File: config.mk
export PLATFORM = sky130hd
export DESIGN_NAME = uart_tx_serializer
export DESIGN_NICKNAME = d
export VERILOG_FILES = /design/src/rtl/uart_pkg.sv /design/src/rtl/uart_baud_counter.sv /design/src/rtl/uart_tx_serializer.sv
export SDC_FILE = /design/constraint.sdc
export NUM_CORES = 1
export LEC_CHECK = 0
export CAP_MARGIN = 25
export CORE_MARGIN = 2
export CORE_UTILIZATION = 50
export CTS_BUF_LIST = sky130_fd_sc_hd__clkbuf_8 sky130_fd_sc_hd__clkbuf_16
export DETAILED_ROUTE_END_ITERATION = 8
export PLACE_DENSITY = 0.75
export SLEW_MARGIN = 20
export SYNTH_ARGS = -nofsm -noshare
export SYNTH_HDL_FRONTEND = slang
export SYNTH_SLANG_ARGS = --single-unit
File: constraint.sdc
create_clock -name clk -period 2.16 [get_ports clk]
set_input_delay 0.324 -clock clk [delete_from_list [all_inputs] [get_ports clk]]
set_output_delay 0.324 -clock clk [all_outputs]
set_load 0.05 [all_outputs]
File: src/rtl/uart_pkg.sv
// Shared UART definitions: transmit state encoding, default baud divisor and
// the parity helper used by both the transmit and receive paths.
package uart_pkg;

  typedef enum logic [2:0] {
    IDLE   = 3'd0,
    REQ    = 3'd1,
    WAIT   = 3'd2,
    START  = 3'd3,
    DATA   = 3'd4,
    PARITY = 3'd5,
    STOP   = 3'd6
  } tx_state_t;

  localparam int DEFAULT_CLKS_PER_BIT = 868;
  localparam int PARITY_MAX_BITS      = 32;

  // Callers zero-extend narrower data; zero bits leave the XOR unchanged.
  function automatic logic parity_bit(input logic [PARITY_MAX_BITS-1:0] data,
                                      input logic                       odd);
    return (^data) ^ odd;
  endfunction

endpackage

File: src/rtl/uart_baud_counter.sv
// Bit-period timer: counts CLKS_PER_BIT cycles per bit, tick marks the last cycle
// of each period and tick_next the cycle before it.
module uart_baud_counter
  import uart_pkg::*;
#(
  parameter int CLKS_PER_BIT = DEFAULT_CLKS_PER_BIT
) (
  input  logic clk,
  input  logic reset,
  input  logic clear,
  output logic tick,
  output logic tick_next
);

  localparam int CW = (CLKS_PER_BIT > 2) ? $clog2(CLKS_PER_BIT) : 1;
  localparam logic [CW-1:0] LAST_CNT = CW'(CLKS_PER_BIT - 1);
  localparam logic [CW-1:0] PRE_CNT  = CW'(CLKS_PER_BIT - 2);

  logic [CW-1:0] cnt_q;
  logic [CW-1:0] cnt_d;

  // Next count: held at zero while cleared, wraps on the last cycle of a bit
  always_comb begin
    cnt_d = cnt_q;
    if (clear) begin
      cnt_d = '0;
    end else if (cnt_q == LAST_CNT) begin
      cnt_d = '0;
    end else begin
      cnt_d = cnt_q + CW'(1);
    end
  end

  // Counter register
  always_ff @(posedge clk) begin
    if (reset) begin
      cnt_q <= '0;
    end else begin
      cnt_q <= cnt_d;
    end
  end

  assign tick      = (cnt_q == LAST_CNT);
  assign tick_next = (cnt_q == PRE_CNT) && !clear;

endmodule

File: src/rtl/uart_tx_serializer.sv
// UART transmit engine: pulls bytes from the TX FIFO and shifts each out as
// start / data (LSB first) / optional parity / stop bits on a registered tx line.
module uart_tx_serializer
  import uart_pkg::*;
#(
  parameter int CLKS_PER_BIT = DEFAULT_CLKS_PER_BIT,
  parameter int DATA_BITS    = 8,
  parameter int PARITY_EN    = 0,
  parameter int PARITY_ODD   = 0,
  parameter int STOP_BITS    = 1
) (
  input  logic                 clk,
  input  logic                 reset,
  input  logic                 enable,
  input  logic                 fifo_empty,
  input  logic [DATA_BITS-1:0] fifo_rd_data,
  output logic                 fifo_rd_req,
  output logic                 tx,
  output logic                 busy,
  output logic                 byte_done
);

  localparam int BCW = (DATA_BITS > 1) ? $clog2(DATA_BITS) : 1;
  localparam logic [BCW-1:0] LAST_DATA_BIT = BCW'(DATA_BITS - 1);
  localparam logic           LAST_STOP_BIT = 1'(STOP_BITS - 1);

  if (CLKS_PER_BIT < 2) begin : g_bad_clks
    $error("uart_tx_serializer: CLKS_PER_BIT must be >= 2");
  end
  if ((STOP_BITS != 1) && (STOP_BITS != 2)) begin : g_bad_stop
    $error("uart_tx_serializer: STOP_BITS must be 1 or 2");
  end

  tx_state_t            state_q,     state_d;
  logic [DATA_BITS-1:0] shift_q,     shift_d;
  logic                 parity_q,    parity_d;
  logic [BCW-1:0]       bit_cnt_q,   bit_cnt_d;
  logic                 stop_cnt_q,  stop_cnt_d;
  logic                 tx_q,        tx_d;
  logic                 busy_q,      busy_d;
  logic                 rd_req_q,    rd_req_d;
  logic                 byte_done_q, byte_done_d;

  logic baud_clear_s;
  logic baud_tick_s;
  logic baud_tick_next_s;

  // The baud counter runs only while a bit is on the line, so every START begins at zero
  always_comb begin
    baud_clear_s = 1'b1;
    case (state_q)
      START, DATA, PARITY, STOP: baud_clear_s = 1'b0;
      default:                   baud_clear_s = 1'b1;
    endcase
  end

  uart_baud_counter #(
    .CLKS_PER_BIT(CLKS_PER_BIT)
  ) u_baud (
    .clk      (clk),
    .reset    (reset),
    .clear    (baud_clear_s),
    .tick     (baud_tick_s),
    .tick_next(baud_tick_next_s)
  );

  // Next-state and datapath update
  always_comb begin
    state_d    = state_q;
    shift_d    = shift_q;
    parity_d   = parity_q;
    bit_cnt_d  = bit_cnt_q;
    stop_cnt_d = stop_cnt_q;
    case (state_q)
      IDLE: begin
        if (enable && !fifo_empty) state_d = REQ;
        else                       state_d = IDLE;
      end
      REQ: state_d = WAIT;
      WAIT: begin
        shift_d    = fifo_rd_data;
        parity_d   = parity_bit(PARITY_MAX_BITS'(fifo_rd_data), PARITY_ODD != 0);
        bit_cnt_d  = '0;
        stop_cnt_d = 1'b0;
        state_d    = START;
      end
      START: begin
        if (baud_tick_s) state_d = DATA;
        else             state_d = START;
      end
      DATA: begin
        if (!baud_tick_s) begin
          state_d = DATA;
        end else if (bit_cnt_q == LAST_DATA_BIT) begin
          state_d = (PARITY_EN != 0) ? PARITY : STOP;
        end else begin
          bit_cnt_d = bit_cnt_q + BCW'(1);
          shift_d   = shift_q >> 1'b1;
          state_d   = DATA;
        end
      end
      PARITY: begin
        if (baud_tick_s) state_d = STOP;
        else             state_d = PARITY;
      end
      STOP: begin
        if (!baud_tick_s) begin
          state_d = STOP;
        end else if (stop_cnt_q != LAST_STOP_BIT) begin
          stop_cnt_d = 1'b1;
          state_d    = STOP;
        end else if (enable && !fifo_empty) begin
          state_d = REQ;
        end else begin
          state_d = IDLE;
        end
      end
      default: state_d = IDLE;
    endcase
  end

  // Outputs are decoded from the upcoming state so their flops line up with state_q
  always_comb begin
    tx_d = 1'b1;
    case (state_d)
      START:   tx_d = 1'b0;
      DATA:    tx_d = shift_d[0];
      PARITY:  tx_d = parity_d;
      default: tx_d = 1'b1;
    endcase
    busy_d      = (state_d != IDLE);
    rd_req_d    = (state_d == REQ);
    byte_done_d = (state_q == STOP) && (stop_cnt_q == LAST_STOP_BIT) && baud_tick_next_s;
  end

  // State, datapath and output registers
  always_ff @(posedge clk) begin
    if (reset) begin
      state_q     <= IDLE;
      shift_q     <= '0;
      parity_q    <= 1'b0;
      bit_cnt_q   <= '0;
      stop_cnt_q  <= 1'b0;
      tx_q        <= 1'b1;
      busy_q      <= 1'b0;
      rd_req_q    <= 1'b0;
      byte_done_q <= 1'b0;
    end else begin
      state_q     <= state_d;
      shift_q     <= shift_d;
      parity_q    <= parity_d;
      bit_cnt_q   <= bit_cnt_d;
      stop_cnt_q  <= stop_cnt_d;
      tx_q        <= tx_d;
      busy_q      <= busy_d;
      rd_req_q    <= rd_req_d;
      byte_done_q <= byte_done_d;
    end
  end

  assign tx          = tx_q;
  assign busy        = busy_q;
  assign fifo_rd_req = rd_req_q;
  assign byte_done   = byte_done_q;

endmodule
; Word level (Yosys, flattened, before mapping)
; Index checks and enable logic that the tools add are counted.
[word_totals]
ff_bits = 30
inputBits = 12
word_cells = 64
[op_classes]
addsub = 2
n_eq_ne = 16
muxes = 19
bitwise_logic = 2
reduce_logical = 14
[op_table]
columns = op, count
row1 = 32-bit parity, 1
row2 = 3-bit case mux with 7 select lines, 1
row3 = "10-bit == test, second input constant", 2
row4 = "3-bit == test, second input constant", 6
row5 = 8-bit two-way mux, 2
row6 = 8-bit case mux with 2 select lines, 1
row7 = 3-bit two-way mux, 5
row8 = "10-bit by 1-bit adder with 10-bit output, second input constant", 1
row9 = "3-bit by 2-bit == test with 1-bit output, second input constant", 3
row10 = "3-bit by 1-bit == test with 1-bit output, second input constant", 2
row11 = 2-bit two-way mux, 3
row12 = "2-bit != test, second input constant", 3
row13 = 3-bit case mux with 2 select lines, 1
row14 = 1-bit logical AND, 4
row15 = 1-bit two-way mux, 4
row16 = 2-bit nonzero test, 2
row17 = 4-bit OR reduction, 1
row18 = "3-bit by 1-bit adder with 3-bit output, second input constant", 1
row19 = 3-bit logical NOT, 1
row20 = 1-bit case mux with 3 select lines, 1
row21 = 3-bit AND reduction, 1
row22 = 3-bit nonzero test, 1
row23 = 3-bit OR reduction, 1
row24 = 1-bit NOT, 2
row25 = 3 further kinds, 3

; Logic depth before layout (Yosys ltp)
; Gate-level depths: netlist of the first run.
[logic_depth]
ltp_word = 8
ltp_mapped = 7
ltp_nobuf = 7

; Hierarchy
; From an unflattened synthesis of the first run, not the netlist that was laid out.
[unflattened]
cells_unflattened = 160
area_unflattened_um2 = 1585.3
[by_module_without_submodules]
columns = mod, n_inst, cells_per_inst, area_each_um2
row1 = uart_tx_serializer, 1, 109, 1073.5
row2 = uart_baud_counter, 1, 51, 511.7

; Worst setup path after synthesis of the first run
; OpenSTA, ideal clock, no wires.
[synth_timing]
kind = register to register
start = reg bit_cnt_q[0]
end = reg tx_q (netlist: tx)
setup_ps = 124
arrival_ps = 2204
t_required_ps = 2036
path_slack_ps = -167
stages_incl_launch_ff = 8
n_path_buf = 0
period_less_slack_ps = 2327
cell_sequence = dfxtp_1 ha_1 ha_1 or4b_2 nor4_4 nor2_2 or3_1 a2bb2oi_1
[synth_via]
elab_chain_len = 6
elab_cells_between_ends = 11
[synth_rtl]
columns = item, line
row1 = "start, declared", uart_tx_serializer.sv:37  ; logic [BCW-1:0] bit_cnt_q, bit_cnt_d;
row2 = "start signal, assigned", uart_tx_serializer.sv:152  ; bit_cnt_q <= bit_cnt_d;
row3 = 3-bit == test *, uart_tx_serializer.sv:94  ; end else if (bit_cnt_q == LAST_DATA_BIT) begin
row4 = 2-bit two-way mux, uart_tx_serializer.sv:94
row5 = 2-bit two-way mux, uart_tx_serializer.sv:92  ; if (!baud_tick_s) begin
row6 = 3-bit case mux with 7 select lines, uart_tx_serializer.sv:74  ; case (state_q)
row7 = 3-bit == test or 3-bit by 2-bit == test with 1-bit output (tied branches), uart_tx_serializer.sv:125  ; case (state_d)
row8 = 1-bit case mux with 3 select lines *, uart_tx_serializer.sv:125
row9 = "end signal, assigned", uart_tx_serializer.sv:154  ; tx_q <= tx_d;
row10 = "end, declared", uart_tx_serializer.sv:39  ; logic tx_q, tx_d;
; Mark *: on every way between the ends. The rest lies on a longest branch, timed or not. The select of a mux whose other input is x is not followed.
; A chain may end at the register's enable or synchronous reset.

; Final worst setup path of the first run
; Same ends and word-level chain as after synthesis.

==> results.ini, run 1 <==
[clock_network]
clk_path_buf_depth = 2
clk_pin_slew_ns = 0.07
cts_tree = yes
clkLatencyLatePin_ns = 0.29
ctsHoldBuffers = 0
cts_max_level = 2
clock-sinks = 30
cts_buffers = 5
clock-root-buffer = clkbuf_8

[pwr]
pwr-share-comb_pct = 17.5
pwr-share-seq_pct = 42.9
irDropWorstVdd_mv = 0.4540
p_int_w = 0.001030
p_sw_w = 0.0003515
total_power_w = 0.001382
power_per_cell_area_nw_per_um2 = 715.3
p_leak_nw = 0.7367
p_sw_share_pct = 25.44
power.share.clock_pct = 39.6

[critical_path]
cp-start-kind = register
cp_max_fo = 3
r2r_slack_ns = 0.13
worstPathCellList = ha_4 -> ha_4 -> or4b_4 -> nor4_4 -> nor2_2 -> or3_1 -> a2bb2oi_1
cp.arrival_ns = 2.20
critPathBufInv = 0
max_stage_delay_ns = 0.53
worstSetupPathType = reg -> reg
cpMostUsedCell = ha_4
cp_top_family = simple AND/OR/NAND/NOR gates
crit_slowest_cell = or4b_4
cp-end-kind = register
critPathRequiredTime_ns = 2.33

[detailed_routing]
wl_per_cell_um = 14.23
viasPerCell = 5.923
post-route-drc-count = 2
drt-pass1-iter-count = 6
wl_um = 3345
antenna_left = 0
vias = 1392
drtIter0Drc = 103

[sta]
timing.fmax_ghz = 0.4915
tightest_slew_ns = 0.4966
slew-limit-headroom_pct = 66.79
final_hold_viol_count = 0
setup_viol_count_final = 0
whs_ns = 0.4897
finalWorstSetupSlack_ns = 0.1254
finalMaxSlewViolations = 0
fin_skew_ns = 0.007584
post-route-period-util_pct = 94.20
fin_crit_ns = 2.035
rsz0062_at_grt = no

[final_layout]
syn_to_final_growth_pct = 28.24
drive_above_1_share_pct = 18.63
final_common_cell = nor2_1
n_antenna_cell = 0
final_cell_mix = 34 x nor2_1, 28 x dfxtp_1, 16 x buf_4
final-instance-count-excl-fill = 235
fin_nets = 219

[global_route]
grt_pass1_vias = 1308
overflow = 0
grt_antenna_before_repair = 0
grt_first_pass_wirelength_um = 5706
track_usage_pct = 21.83
grt_max_degree = 15

[place]
place_inst = 226
dpl_worst_slack_ns = 0.007731
port_buffers = 15
dp.final_hpwl_um = 2457
finalWeightedCongestion = 0.8636

[floorplanning]
fp.coreArea_um2 = 2805
io_pins = 16
start_util_pct = 53.70
die_x_um = 58.89
dieArea_um2 = 3468
rows = 19
die_h_um = 58.89

[min_path]
hold_class = reg -> reg

[synth]
synth.distinct_cells = 46
syn_inst = 174
synth_edf_count = 0
ys_ff_latch = 30
syn-num-nets = 190
netlist_area_um2 = 1506
async_reset_ff_share_pct = 0
ys.flop_type = dfxtp_1
ys_seq_area_share_pct = 39.87
synth.avg_cell_area_um2 = 8.658
yosysWarnings = 0

[outcome]
violations = DRC
outcome = complete, but fails checks

[run]
drv_cap = 0

-- cell families after synthesis --
kind of cell / count (synthesis) / share of synthesized area, %
muxes: 3 / 1.993
and+or+nand+nor: 78 / 27.08
xor gates and xnor gates: 15 / 8.721
buffers and inverters: 14 / 3.654
AOI/OAI and AO/OA: 30 / 15.37
adders and majority gates: 4 / 3.322
DFF: 30 / 39.87
-- cell type report --
type,instances,area (um^2)
Timing Repair Buffer,31,270.3
Sequential cell,30,603.1
Clock inverter,3,40.04
Fill cell,225,873.3
Inverter,5,18.77
Multi-Input combinational cell,130,892.1
Tap cell,31,38.79
Clock buffer,5,68.82
-- flip-flops by register name (all words and copies together) (netlist names), 3 cells and up --
register,flops
u_baud.cnt_q,10
shift_q,8
bit_cnt_q,3
state_q,3
-- worst reg2reg max path, cell delays in order, from the launching register on --
cell and delay [ns]:
dfxtp_2 0.34, ha_4 0.16, ha_4 0.16, or4b_4 0.53, nor4_4 0.19, nor2_2 0.06
or3_1 0.34, a2bb2oi_1 0.14
-- cells in the mapped netlist, drive strengths merged, types with 4 or more instances --
cell    count  area [um^2]
inv         5        18.77
xor2        5        43.79
dfxtp      30        600.6
or3         4        25.02
a21oi       4        20.02
a222oi      6        60.06
nand3       8        40.04
nor4        4        40.04
o21ai       4        20.01
nor3        4        20.02
xnor2      10        87.58
nor2       35        133.9
ha          4        50.05
nand2       8        30.03
clkbuf      6        22.52
-- worst paths after layout --
| check | start | to | depth (start not counted) |
|---|---|---|---|
| worst max-delay path | bit_cnt_q[0]$_SDFFE_PP0P_ | tx$_SDFF_PP1_ | 7 |
| worst min-delay path | u_baud.cnt_q[0]$_SDFF_PP0_ | u_baud.cnt_q[0]$_SDFF_PP0_ | 1 |
| worst max register to register | bit_cnt_q[0]$_SDFFE_PP0P_ | tx$_SDFF_PP1_ | 7 |
| worst min register to register | u_baud.cnt_q[0]$_SDFF_PP0_ | u_baud.cnt_q[0]$_SDFF_PP0_ | 1 |
-- through the flow --
stage	cell area, um^2	TNS [ns]	utilization, %
finish	1932	0	68.87
floorplan	1538	-0.04339	-
global placement	1803	0	64.27
CTS	1919	0	68.42
detailed placement	1803	0	64.27
global route	1932	0	68.87
-- per-layer routing --
metal | routed length (um) | vias up | GRT usage, %
met5 | 0 | - | 0
met4 | 70 | 0 | 11.69
met3 | 178 | 11 | 4.615
met2 | 1512 | 40 | 33.02
met1 | 1584 | 655 | 29.14
li1 | - | 686 | -
-- what timing repair did --
| action | in CTS | in global routing |
|---|---|---|
| setup endpoints to repair | 1 | 10 |
| resized for setup | 0 | 3 |
| setup buffers | 1 | 0 |
| pin swaps | 0 | 1 |
-- power by group through the flow --
stage	clock [W]	combinational [W]	sequential [W]
floorplan	0	0.000125	0.000628
global placement	0	0.000234	0.000605
detailed placement	0	0.000237	0.000605
CTS	0.000556	0.000238	0.000593
global route	0.000575	0.000264	0.000595
finish	0.000547	0.000242	0.000593
(Power assumes the default switching activity.)
==> run 2: changes to the inputs <==
--- a/config.mk
+++ b/config.mk
@@ -7,10 +7,11 @@
 export LEC_CHECK = 0
 export CAP_MARGIN = 25
 export CORE_MARGIN = 2
-export CORE_UTILIZATION = 50
+export CORE_UTILIZATION = 55
 export CTS_BUF_LIST = sky130_fd_sc_hd__clkbuf_8 sky130_fd_sc_hd__clkbuf_16
 export DETAILED_ROUTE_END_ITERATION = 8
-export PLACE_DENSITY = 0.75
+export PLACE_DENSITY = 0.78
+export REMOVE_ABC_BUFFERS = 1
 export SLEW_MARGIN = 20
 export SYNTH_ARGS = -nofsm -noshare
 export SYNTH_HDL_FRONTEND = slang
==> constraint.sdc (replaced) <==
create_clock -name clk -period 2.5 [get_ports clk]
set_input_delay 0.375 -clock clk [delete_from_list [all_inputs] [get_ports clk]]
set_output_delay 0.375 -clock clk [all_outputs]
set_load 0.05 [all_outputs]
==> results.ini, run 2 (same netlist as run 1, synthesis figures left out) <==
[detailed_routing]
wl_per_cell_um = 15.20  ; +6.8%
wl_um = 3495  ; +4.5%
drt-pass1-iter-count = 5  ; -1
antenna_left = 0  ; unchanged
vias = 1406  ; +1.0%
drtIter0Drc = 93  ; -9.7%
viasPerCell = 6.113  ; +3.2%
post-route-drc-count = 0  ; -2

[final_layout]
largest_register_ff_count = 10  ; unchanged
syn_to_final_growth_pct = 22.09
fin_nets = 215  ; -1.8%
final_common_cell = nor2_1
drive_above_1_share_pct = 13.00  ; -5.6 points
regMostFlops = u_baud.cnt_q
reg.largest.list = u_baud.cnt_q (10), shift_q (8)
final_cell_mix = 34 x nor2_1, 30 x dfxtp_1, 15 x clkdlybuf4s50_1
n_antenna_cell = 0  ; unchanged

[pwr]
pwr-share-seq_pct = 47.0  ; +4.1 points
irDropWorstVdd_mv = 0.5375  ; +18%
p_int_w = 0.0008053  ; -22%
total_power_w = 0.001104  ; -20%
power.share.clock_pct = 35.5  ; -4.1 points
pwr-share-comb_pct = 17.5  ; about the same
power_per_cell_area_nw_per_um2 = 600.0  ; -16%
p_sw_w = 0.0002982  ; -15%
p_leak_nw = 0.7077  ; -3.9%
p_sw_share_pct = 27.02  ; +1.6 points

[min_path]
hp-start = u_baud.cnt_q[0]$_SDFF_PP0_
whs_path_depth = 1  ; unchanged
hold_class = reg -> reg
min_to = u_baud.cnt_q[0]$_SDFF_PP0_

[clock_network]
clock-sinks = 30  ; unchanged
clkLatencyLatePin_ns = 0.28  ; about the same
cts.repair.resized = 0  ; unchanged
cts_tree = yes
clk_path_buf_depth = 2  ; unchanged
cts_buffers = 5  ; unchanged
cts_max_level = 2  ; unchanged
postCtsSetupRepairBufs = 0  ; -1
clk_pin_slew_ns = 0.06  ; about the same
clock-root-buffer = clkbuf_8
ctsHoldBuffers = 0  ; unchanged

[sta]
timing.fmax_ghz = 0.4222  ; -14%
slew-limit-headroom_pct = 51.34  ; -15 points
tightest_slew_ns = 0.7250  ; +0.2283 ns
final_hold_viol_count = 0  ; unchanged
fin_tns_setup_ns = 0  ; unchanged
finalWorstSetupSlack_ns = 0.1314  ; +0.006050 ns
fin_crit_ns = 2.369  ; +0.3339 ns
finalMaxSlewViolations = 0  ; unchanged
post-route-period-util_pct = 94.74  ; +0.55 points
setup_viol_count_final = 0  ; unchanged
rsz0062_at_grt = no
fin_skew_ns = 0.007971  ; +0.0003869 ns

[floorplanning]
io_pins = 16  ; unchanged
rows = 18  ; -1
dieArea_um2 = 3174  ; -8.5%
start_util_pct = 59.19  ; +5.5 points
die_x_um = 56.34  ; -4.3%
die_h_um = 56.34  ; -4.3%
fp.coreArea_um2 = 2545  ; -9.3%

[global_route]
grt_antenna_before_repair = 0  ; unchanged
grt_first_pass_wirelength_um = 5885  ; +3.1%
grt_pass1_vias = 1319  ; +0.84%
grt_max_degree = 13  ; -2
overflow = 0  ; unchanged
track_usage_pct = 23.95  ; +2.1 points

[critical_path]
worstSetupPathType = reg -> reg
r2r_slack_ns = 0.13  ; about the same
r2r_start = bit_cnt_q[0]$_SDFFE_PP0P_
cp-start-kind = register
worstReg2RegEnd = shift_q[5]$_SDFFE_PP0P_
r2r_cells = 7  ; unchanged
cp-end-kind = register
cp_max_fo = 9  ; +6
critPathRequiredTime_ns = 2.66  ; +0.33 ns
cp.arrival_ns = 2.53  ; +0.33 ns

[place]
dpl_worst_slack_ns = 0.1200  ; +0.1122 ns
finalWeightedCongestion = 0.8399  ; -2.7%
port_buffers = 15  ; unchanged
dp.final_hpwl_um = 2594  ; +5.6%

[outcome]
outcome = complete, no violations

[run]
drv_cap = 0  ; unchanged

==> run 2: changes by cell type in the layout (fill, tap and decap cells not counted), sizes merged <==
cell and delta:
buf -4, bufinv -1, clkbuf +1, clkinv -1, inv +1
==> run 2: routing by layer <==
| metal | part of all wire, % | vias up | routed length (um) | track usage [%] |
|---|---|---|---|---|
| met3 | 5.9 | 11 | 207 | 8.295 |
| met1 | 43 | 660 | 1510 | 28.45 |
| met2 | 48 | 60 | 1693 | 37.65 |
| li1 | - | 675 | - | - |
| met4 | 2.4 | 0 | 83 | 13.27 |
| met5 | 0 | - | 0 | 0 |
==> run 2: per-stage QoR <==
stage               area, um^2  instances  utilization, %  hold slack [ns]
floorplan                 1470        165               -           0.4410
global placement          1748        222           68.68           0.4649
detailed placement        1748        222           68.68           0.4943
CTS                       1839        230           72.27           0.5056
global route              1839        230           72.27           0.5322
finish                    1839        230           72.27           0.5034
==> run 2: power by group through the flow <==
stage | combinational, W | clock [W] | sequential [W]
global placement | 0.000186 | 0 | 0.000526
detailed placement | 0.000191 | 0 | 0.000528
global route | 0.000209 | 0.000428 | 0.000520
floorplan | 0.0000960 | 0 | 0.000549
finish | 0.000193 | 0.000392 | 0.000518
CTS | 0.000192 | 0.000399 | 0.000518
==> run 2: worst max path at each step <==
stage	from	end	slack (ns)
final	bit_cnt_q[0]$_SDFFE_PP0P_	shift_q[5]$_SDFFE_PP0P_	0.13
after global routing	bit_cnt_q[0]$_SDFFE_PP0P_	shift_q[6]$_SDFFE_PP0P_	0.009
after CTS	bit_cnt_q[0]$_SDFFE_PP0P_	shift_q[5]$_SDFFE_PP0P_	0.13
after detailed placement	bit_cnt_q[0]$_SDFFE_PP0P_	shift_q[5]$_SDFFE_PP0P_	0.12
after global placement	bit_cnt_q[0]$_SDFFE_PP0P_	shift_q[4]$_SDFFE_PP0P_	0.24
after floorplan	bit_cnt_q[0]$_SDFFE_PP0P_	tx$_SDFF_PP1_	0.17
==> run 2: critical path, stage by stage (launching register included) <==
cell	delay [ns]
dfxtp_1	0.32
ha_1	0.20
ha_1	0.21
or4b_2	0.67
nand2_1	0.10
o21ai_1	0.25
a222oi_1	0.41
nor2_1	0.08
==> run 2: layout make-up <==
cell class,instances,area [um^2]
Tap cell,30,37.54
Timing Repair Buffer,27,240.2
Clock inverter,2,8.758
Sequential cell,30,600.6
Inverter,5,18.77
Multi-Input combinational cell,130,850.8
Clock buffer,6,82.58
Fill cell,212,705.7
==> run 3: changes to the inputs <==
--- a/config.mk
+++ b/config.mk
@@ -9,6 +9,7 @@
 export CORE_MARGIN = 2
 export CORE_UTILIZATION = 55
 export CTS_BUF_LIST = sky130_fd_sc_hd__clkbuf_8 sky130_fd_sc_hd__clkbuf_16
+export CTS_CLUSTER_DIAMETER = 40
 export DETAILED_ROUTE_END_ITERATION = 8
 export PLACE_DENSITY = 0.78
 export REMOVE_ABC_BUFFERS = 1
@@ -16,3 +17,4 @@
 export SYNTH_ARGS = -nofsm -noshare
 export SYNTH_HDL_FRONTEND = slang
 export SYNTH_SLANG_ARGS = --single-unit
+export TNS_END_PERCENT = 100
==> results of run 3 <==
No change in the layout: final DEF, timing and power equal those of run 2.
